File: src/rtl/crc_frame_check.sv
// Receive-side CRC-32 frame checker: strips the trailing 32-bit FCS, forwards payload, reports per-frame status.
// Optional good/bad frame counters are enabled by defining CRC_STAT_CNT_EN.
module crc_frame_check #(
    parameter int LEN_W = 16
) (
    input  logic             clk,
    input  logic             rst_n,
    input  logic             s_valid,
    output logic             s_ready,
    input  logic [15:0]      s_data,
    input  logic             s_sof,
    input  logic             s_eof,
    output logic             m_valid,
    input  logic             m_ready,
    output logic [15:0]      m_data,
    output logic             m_sof,
    output logic             m_eof,
    output logic             stat_valid,
    output logic             stat_good,
    output logic             stat_runt,
    output logic             stat_abort,
    output logic [LEN_W-1:0] stat_len
`ifdef CRC_STAT_CNT_EN
    ,
    input  logic             clr_cnt,
    output logic [15:0]      cnt_good,
    output logic [15:0]      cnt_bad
`endif
);

    localparam logic [31:0] CRC_INIT = 32'hFFFF_FFFF;
    localparam logic [31:0] CRC_POLY = 32'h04C1_1DB7;

    typedef enum logic [1:0] {IDLE, FILL1, FULL} state_t;

    // Sixteen MSB-first serial steps folded into one cycle; no reflection or final inversion.
    function automatic logic [31:0] crc16_upd(input logic [31:0] crc, input logic [15:0] d);
        logic [31:0] c;
        logic        fb;
        c = crc;
        for (int i = 15; i >= 0; i--) begin
            fb = c[31] ^ d[i];
            c  = {c[30:0], 1'b0} ^ (fb ? CRC_POLY : 32'h0);
        end
        return c;
    endfunction

    state_t             state_q;
    logic [31:0]        crc_q;
    logic [15:0]        w0_q, w1_q;
    logic [LEN_W-1:0]   len_q;
    logic               m_valid_q, m_sof_q, m_eof_q;
    logic [15:0]        m_data_q;
    logic               stat_valid_q, stat_good_q, stat_runt_q, stat_abort_q;
    logic [LEN_W-1:0]   stat_len_q;

    logic               s_acc, m_acc;
    logic [31:0]        crc_w0_d;
    logic [LEN_W-1:0]   len_inc_d;

    assign s_ready   = !m_valid_q | m_ready;
    assign s_acc     = s_valid & s_ready;
    assign m_acc     = m_valid_q & m_ready;
    assign crc_w0_d  = crc16_upd(crc_q, w0_q);
    assign len_inc_d = (&len_q) ? len_q : len_q + 1'b1;

    // NOTE: every register here updates with <=, so all reads in this block see the pre-edge values.
    always_ff @(posedge clk or negedge rst_n) begin
        if (!rst_n) begin
            state_q      <= IDLE;
            crc_q        <= CRC_INIT;
            w0_q         <= '0;
            w1_q         <= '0;
            len_q        <= '0;
            m_valid_q    <= 1'b0;
            m_data_q     <= '0;
            m_sof_q      <= 1'b0;
            m_eof_q      <= 1'b0;
            stat_valid_q <= 1'b0;
            stat_good_q  <= 1'b0;
            stat_runt_q  <= 1'b0;
            stat_abort_q <= 1'b0;
            stat_len_q   <= '0;
        end else begin
            stat_valid_q <= 1'b0;
            stat_good_q  <= 1'b0;
            stat_runt_q  <= 1'b0;
            stat_abort_q <= 1'b0;
            stat_len_q   <= '0;
            if (m_acc) m_valid_q <= 1'b0;

            if (s_acc) begin
                if (s_sof) begin
                    // A sof mid-frame aborts the held frame; abort reporting wins over a same-word runt.
                    if (state_q != IDLE) begin
                        stat_valid_q <= 1'b1;
                        stat_abort_q <= 1'b1;
                        stat_len_q   <= len_q;
                    end else if (s_eof) begin
                        stat_valid_q <= 1'b1;
                        stat_runt_q  <= 1'b1;
                    end
                    crc_q   <= CRC_INIT;
                    len_q   <= '0;
                    w0_q    <= s_data;
                    state_q <= s_eof ? IDLE : FILL1;
                end else begin
                    case (state_q)
                        IDLE: ;
                        FILL1: begin
                            if (s_eof) begin
                                stat_valid_q <= 1'b1;
                                stat_good_q  <= (crc_q == {w0_q, s_data});
                                state_q      <= IDLE;
                            end else begin
                                w1_q    <= s_data;
                                state_q <= FULL;
                            end
                        end
                        FULL: begin
                            m_valid_q <= 1'b1;
                            m_data_q  <= w0_q;
                            m_sof_q   <= (len_q == '0);
                            m_eof_q   <= s_eof;
                            crc_q     <= crc_w0_d;
                            len_q     <= len_inc_d;
                            w0_q      <= w1_q;
                            w1_q      <= s_data;
                            if (s_eof) begin
                                stat_valid_q <= 1'b1;
                                stat_good_q  <= (crc_w0_d == {w1_q, s_data});
                                stat_len_q   <= len_inc_d;
                                state_q      <= IDLE;
                            end
                        end
                        default: state_q <= IDLE;
                    endcase
                end
            end
        end
    end

    assign m_valid    = m_valid_q;
    assign m_data     = m_data_q;
    assign m_sof      = m_sof_q;
    assign m_eof      = m_eof_q;
    assign stat_valid = stat_valid_q;
    assign stat_good  = stat_good_q;
    assign stat_runt  = stat_runt_q;
    assign stat_abort = stat_abort_q;
    assign stat_len   = stat_len_q;

`ifdef CRC_STAT_CNT_EN
    logic [15:0] cnt_good_q, cnt_bad_q;

    always_ff @(posedge clk or negedge rst_n) begin
        if (!rst_n) begin
            cnt_good_q <= '0;
            cnt_bad_q  <= '0;
        end else if (clr_cnt) begin
            cnt_good_q <= '0;
            cnt_bad_q  <= '0;
        end else if (stat_valid_q) begin
            if (stat_good_q && !(&cnt_good_q)) cnt_good_q <= cnt_good_q + 1'b1;
            if (!stat_good_q && !(&cnt_bad_q)) cnt_bad_q <= cnt_bad_q + 1'b1;
        end
    end

    assign cnt_good = cnt_good_q;
    assign cnt_bad  = cnt_bad_q;
`endif

endmodule
File: config.mk
export PLATFORM = sky130hd
export DESIGN_NAME = crc_frame_check
export DESIGN_NICKNAME = d
export VERILOG_FILES = /design/src/rtl/crc_frame_check.sv
export SDC_FILE = /design/constraint.sdc
export NUM_CORES = 1
export LEC_CHECK = 0
export ABC_CLOCK_PERIOD_IN_PS = 3030
export CAP_MARGIN = 40
export CORE_MARGIN = 5
export CORE_UTILIZATION = 40
export CTS_CLUSTER_SIZE = 40
export DETAILED_ROUTE_END_ITERATION = 8
export SLEW_MARGIN = 15
export SYNTH_ARGS = -nofsm -noshare
export SYNTH_HDL_FRONTEND = slang
export SYNTH_SLANG_ARGS = --single-unit
File: constraint.sdc
create_clock -name clk -period 3.03 [get_ports clk]
set_input_delay 0.909 -clock clk [delete_from_list [all_inputs] [get_ports clk]]
set_output_delay 0.909 -clock clk [all_outputs]
set_load 0.02 [all_outputs]
==> results by group <==
Status
  – Status: finished clean

Die
  – Die Wd: approximately 150 um
  – Initial core utilization: 0.406
  – I/O pins: 62
  – Die area: roughly 22000 um2
  – Rows: 50
  – Die Height: approximately 150 um
  – Core area: 18700 um2

Synth
  – Largest area contributor in the netlist: dfrtp_1
  – Post-synthesis cell area: about 7600 um2
  – Syn Nets: about 770
  – Count leader, synth: xnor2_1
  – Synth cell count leaders: xnor2_1 (121), nand2_1 (97), dfrtp_1 (89), nor2_1 (53), xor2_1 (45)
  – Post-synthesis sequential area ratio: 0.404
  – Average size of a mapped cell: ~10 um2
  – Post-synth EDFFs: 0
  – Synth cell types: 51
  – Top cell type's share of synthesized area: 0.293
  – Yosys reg bits: approximately 120
  – Synth Flop Type: dfrtp_1
  – Synth Warn #: 0
  – Largest cells by area after synthesis: dfrtp_1 (29%), xnor2_1 (14%), dfstp_2 (11%)
  – Asr flop ratio synth: 1.00
  – Syn Inst Count: 744

Clock tree
  – Htree depth: 4
  – Clock slew at reported path FFs: 0.06 ns
  – CTS sink cnt: between 100 and 150
  – Clk_lat worst skew: 0.42 ns
  – CTS tree: done
  – Clock root cell: clkbuf_16
  – Num CTS Buffers: 17
  – CTS max path bufs: 2

Timing
  – Endpoints failing setup: 0
  – Slew HR: 0.619
  – Max-slew violations: 0
  – Worst hold slack: ~0.47 ns
  – Fin. Hold Viols: 0
  – Clock period minus worst slack: ~3 ns
  – Setup TNS: 0 ns
  – Worst slew pin tran: around 0.57 ns
  – Fmax: 331 MHz
  – Final period util: 0.996
  – Layout Skew: about 0.011 ns
  – RSZ-0062 raised after global routing: true

GRT
  – Vias in the first global route: 6149
  – Antenna violations before repair: 0
  – First-pass GRT wire length: 36.1 mm
  – Largest net degree at the start of global routing: a little over 80
  – GRT overflow: 0
  – GRT Overall Usage: 0.214

Detailed routing
  – Via count: approximately 6k
  – DRC: 0
  – 1st-iter DRT viols: between 400 and 500
  – Drt wl/cell: between 20 and 25 um
  – Avg Vias per Cell: roughly 5.2
  – Drt pass-1 iters: 5
  – Met1 Wirelength: approximately 11 mm
  – Post-route ant nets: 0
  – Final wirelength: around 23 mm
  – Met3 routed WL: about 1000 um
  – DR WL met2: around 10 mm
  – Top sig layer: met4

Finish
  – Fill cell count: about 1.6k
  – Share of cells above drive strength 1: 0.274
  – # nets final: 926
  – Post-route insts no fill: approximately 1.1k
  – Final core utilization: 0.544
  – Diode count: 0
  – Register area: between 3000 and 4000 um2
  – Multi-input gate area: about 4700 um2
  – Layout Area Growth over Synthesis: 34.1%

Placement
  – Post-DP HPWL: roughly 17 mm
  – Number of buffers added on ports: between 60 and 70
  – Placed cells: about 1.1k
  – RD Place Congestion: approximately 0.94

Worst setup path
  – Slowest CP cell: dfstp_2
  – Buf+Inv Stages, Crit Path: 1
  – Setup CP Type: reg2reg
  – Startpoint types: register
  – Crit path max-delay family: XOR/XNOR gates
  – CP required: ~3.4 ns
  – Worst path cell trace: xnor2_4, xnor3_2, xnor3_2, xor2_1, xnor2_1, xnor2_1, nor3_2, buf_4, nand4_1, o31ai_2
  – Critical Path End Type: register
  – Critical-path maximum fanout: 3
  – Slowest stage delay, CP: 0.58 ns
  – CP arrival: about 3.4 ns

Flow run
  – Total of max-cap violations: 0

Worst hold path
  – Hold Path Class: reg2reg
registers in the layout, indices dropped and copies added, names as in the netlist, 2 cells and up:
name,flops
state_q,2
crc_q,32
w0_q,16
len_q,16
stat_len,16
m_data,16
w1_q,16
path summary, 6_finish.rpt:
check	startpoint	endpoint	slack, ns	cells past startpoint
max	crc_q[30]$_DFFE_PN1P_	stat_good$_DFF_PN0_	0.01	10
min	m_data[5]$_DFFE_PN0P_	m_data[5]$_DFFE_PN0P_	0.47	2
max reg2reg	crc_q[30]$_DFFE_PN1P_	stat_good$_DFF_PN0_	0.01	10
min reg2reg	m_data[5]$_DFFE_PN0P_	m_data[5]$_DFFE_PN0P_	0.47	2
max in group asynchronous	rst_n	len_q[14]$_DFFE_PN0P_	2.07	2
min in group asynchronous	rst_n	stat_len[1]$_DFF_PN0_	0.49	2
stage by stage:
| step | setup slack (ns) | area, um2 |
|---|---|---|
| after floorplan | 0.0126 | 7650 |
| after global placement | -0.123 | 9150 |
| after detailed placement | -0.169 | 9150 |
| after CTS | 0.00202 | 9830 |
| after global routing | -0.107 | 10200 |
| final | 0.0131 | 10200 |
layout by cell type, fill, tap and decap left out, types with 4 or more instances in the layout:
| cell type | synthesis | layout |
|---|---|---|
| xnor2_1 | 121 | 104 |
| nand2_1 | 97 | 97 |
| buf_4 | 0 | 96 |
| dfrtp_1 | 89 | 88 |
| clkdlybuf4s50_1 | 0 | 58 |
| nor2_1 | 53 | 50 |
| o21ai_0 | 43 | 42 |
| xor2_1 | 45 | 39 |
| a21oi_1 | 38 | 36 |
| dfstp_2 | 32 | 32 |
| mux2i_1 | 20 | 20 |
| xnor2_2 | 6 | 18 |
| clkbuf_16 | 0 | 17 |
| mux2_2 | 17 | 16 |
| o22a_1 | 15 | 15 |
| o31ai_1 | 15 | 15 |
| nand4_1 | 13 | 13 |
| nand3_1 | 14 | 13 |
| xnor2_4 | 7 | 12 |
| inv_1 | 7 | 7 |
| xnor3_2 | 4 | 7 |
| buf_12 | 0 | 7 |
| nand2b_1 | 6 | 6 |
| xor2_2 | 3 | 6 |
| ha_1 | 6 | 6 |
| and2_1 | 5 | 5 |
| and3_1 | 5 | 5 |
| xnor3_1 | 8 | 5 |
| nor4_1 | 6 | 5 |
| or3_1 | 4 | 4 |
| a22o_1 | 4 | 4 |
| nor3_1 | 5 | 4 |
| xor2_4 | 1 | 4 |
cells by family after synthesis:
family,Yosys count,share of synthesized area
AO/OA/AOI/OAI,128,0.105
XOR/XNOR,197,0.282
adder cells (fa/ha/maj),6,0.00988
buffers and inverters,38,0.0188
flip-flops,121,0.404
multiplexers,38,0.0535
AND/OR/NAND/NOR,216,0.127
tightest hold or removal path: stages, from the launching register on:
cell and delay (ns):
dfrtp_1 0.34, nand2_1 0.05, nand2_1 0.05
layout make-up:
cell class                      count  share of cell area
Timing Repair Buffer              165               0.145
Clock buffer                       20              0.0448
Inverter                            8             0.00295
Multi-Input combinational cell    585               0.460
Sequential cell                   121               0.301
Clock inverter                     12              0.0161
Tap cell                          234              0.0288
what timing repair did:
action	CTS	global route
resized for setup	8	31
hold buffers	0	0
setup endpoints to repair	1	2
pin swaps	2	28
buffers inserted	0	21
layer usage:
| layer | up-vias | GRT usage |
|---|---|---|
| li1 | 2848 | - |
| met1 | 2986 | 0.319 |
| met2 | 147 | 0.327 |
| met3 | 17 | 0.0359 |
| met4 | 0 | 0.0517 |
| met5 | - | 0 |
Power is not shown: default switching activity piles up to over one toggle a cycle in this logic, so the estimate is an artifact.
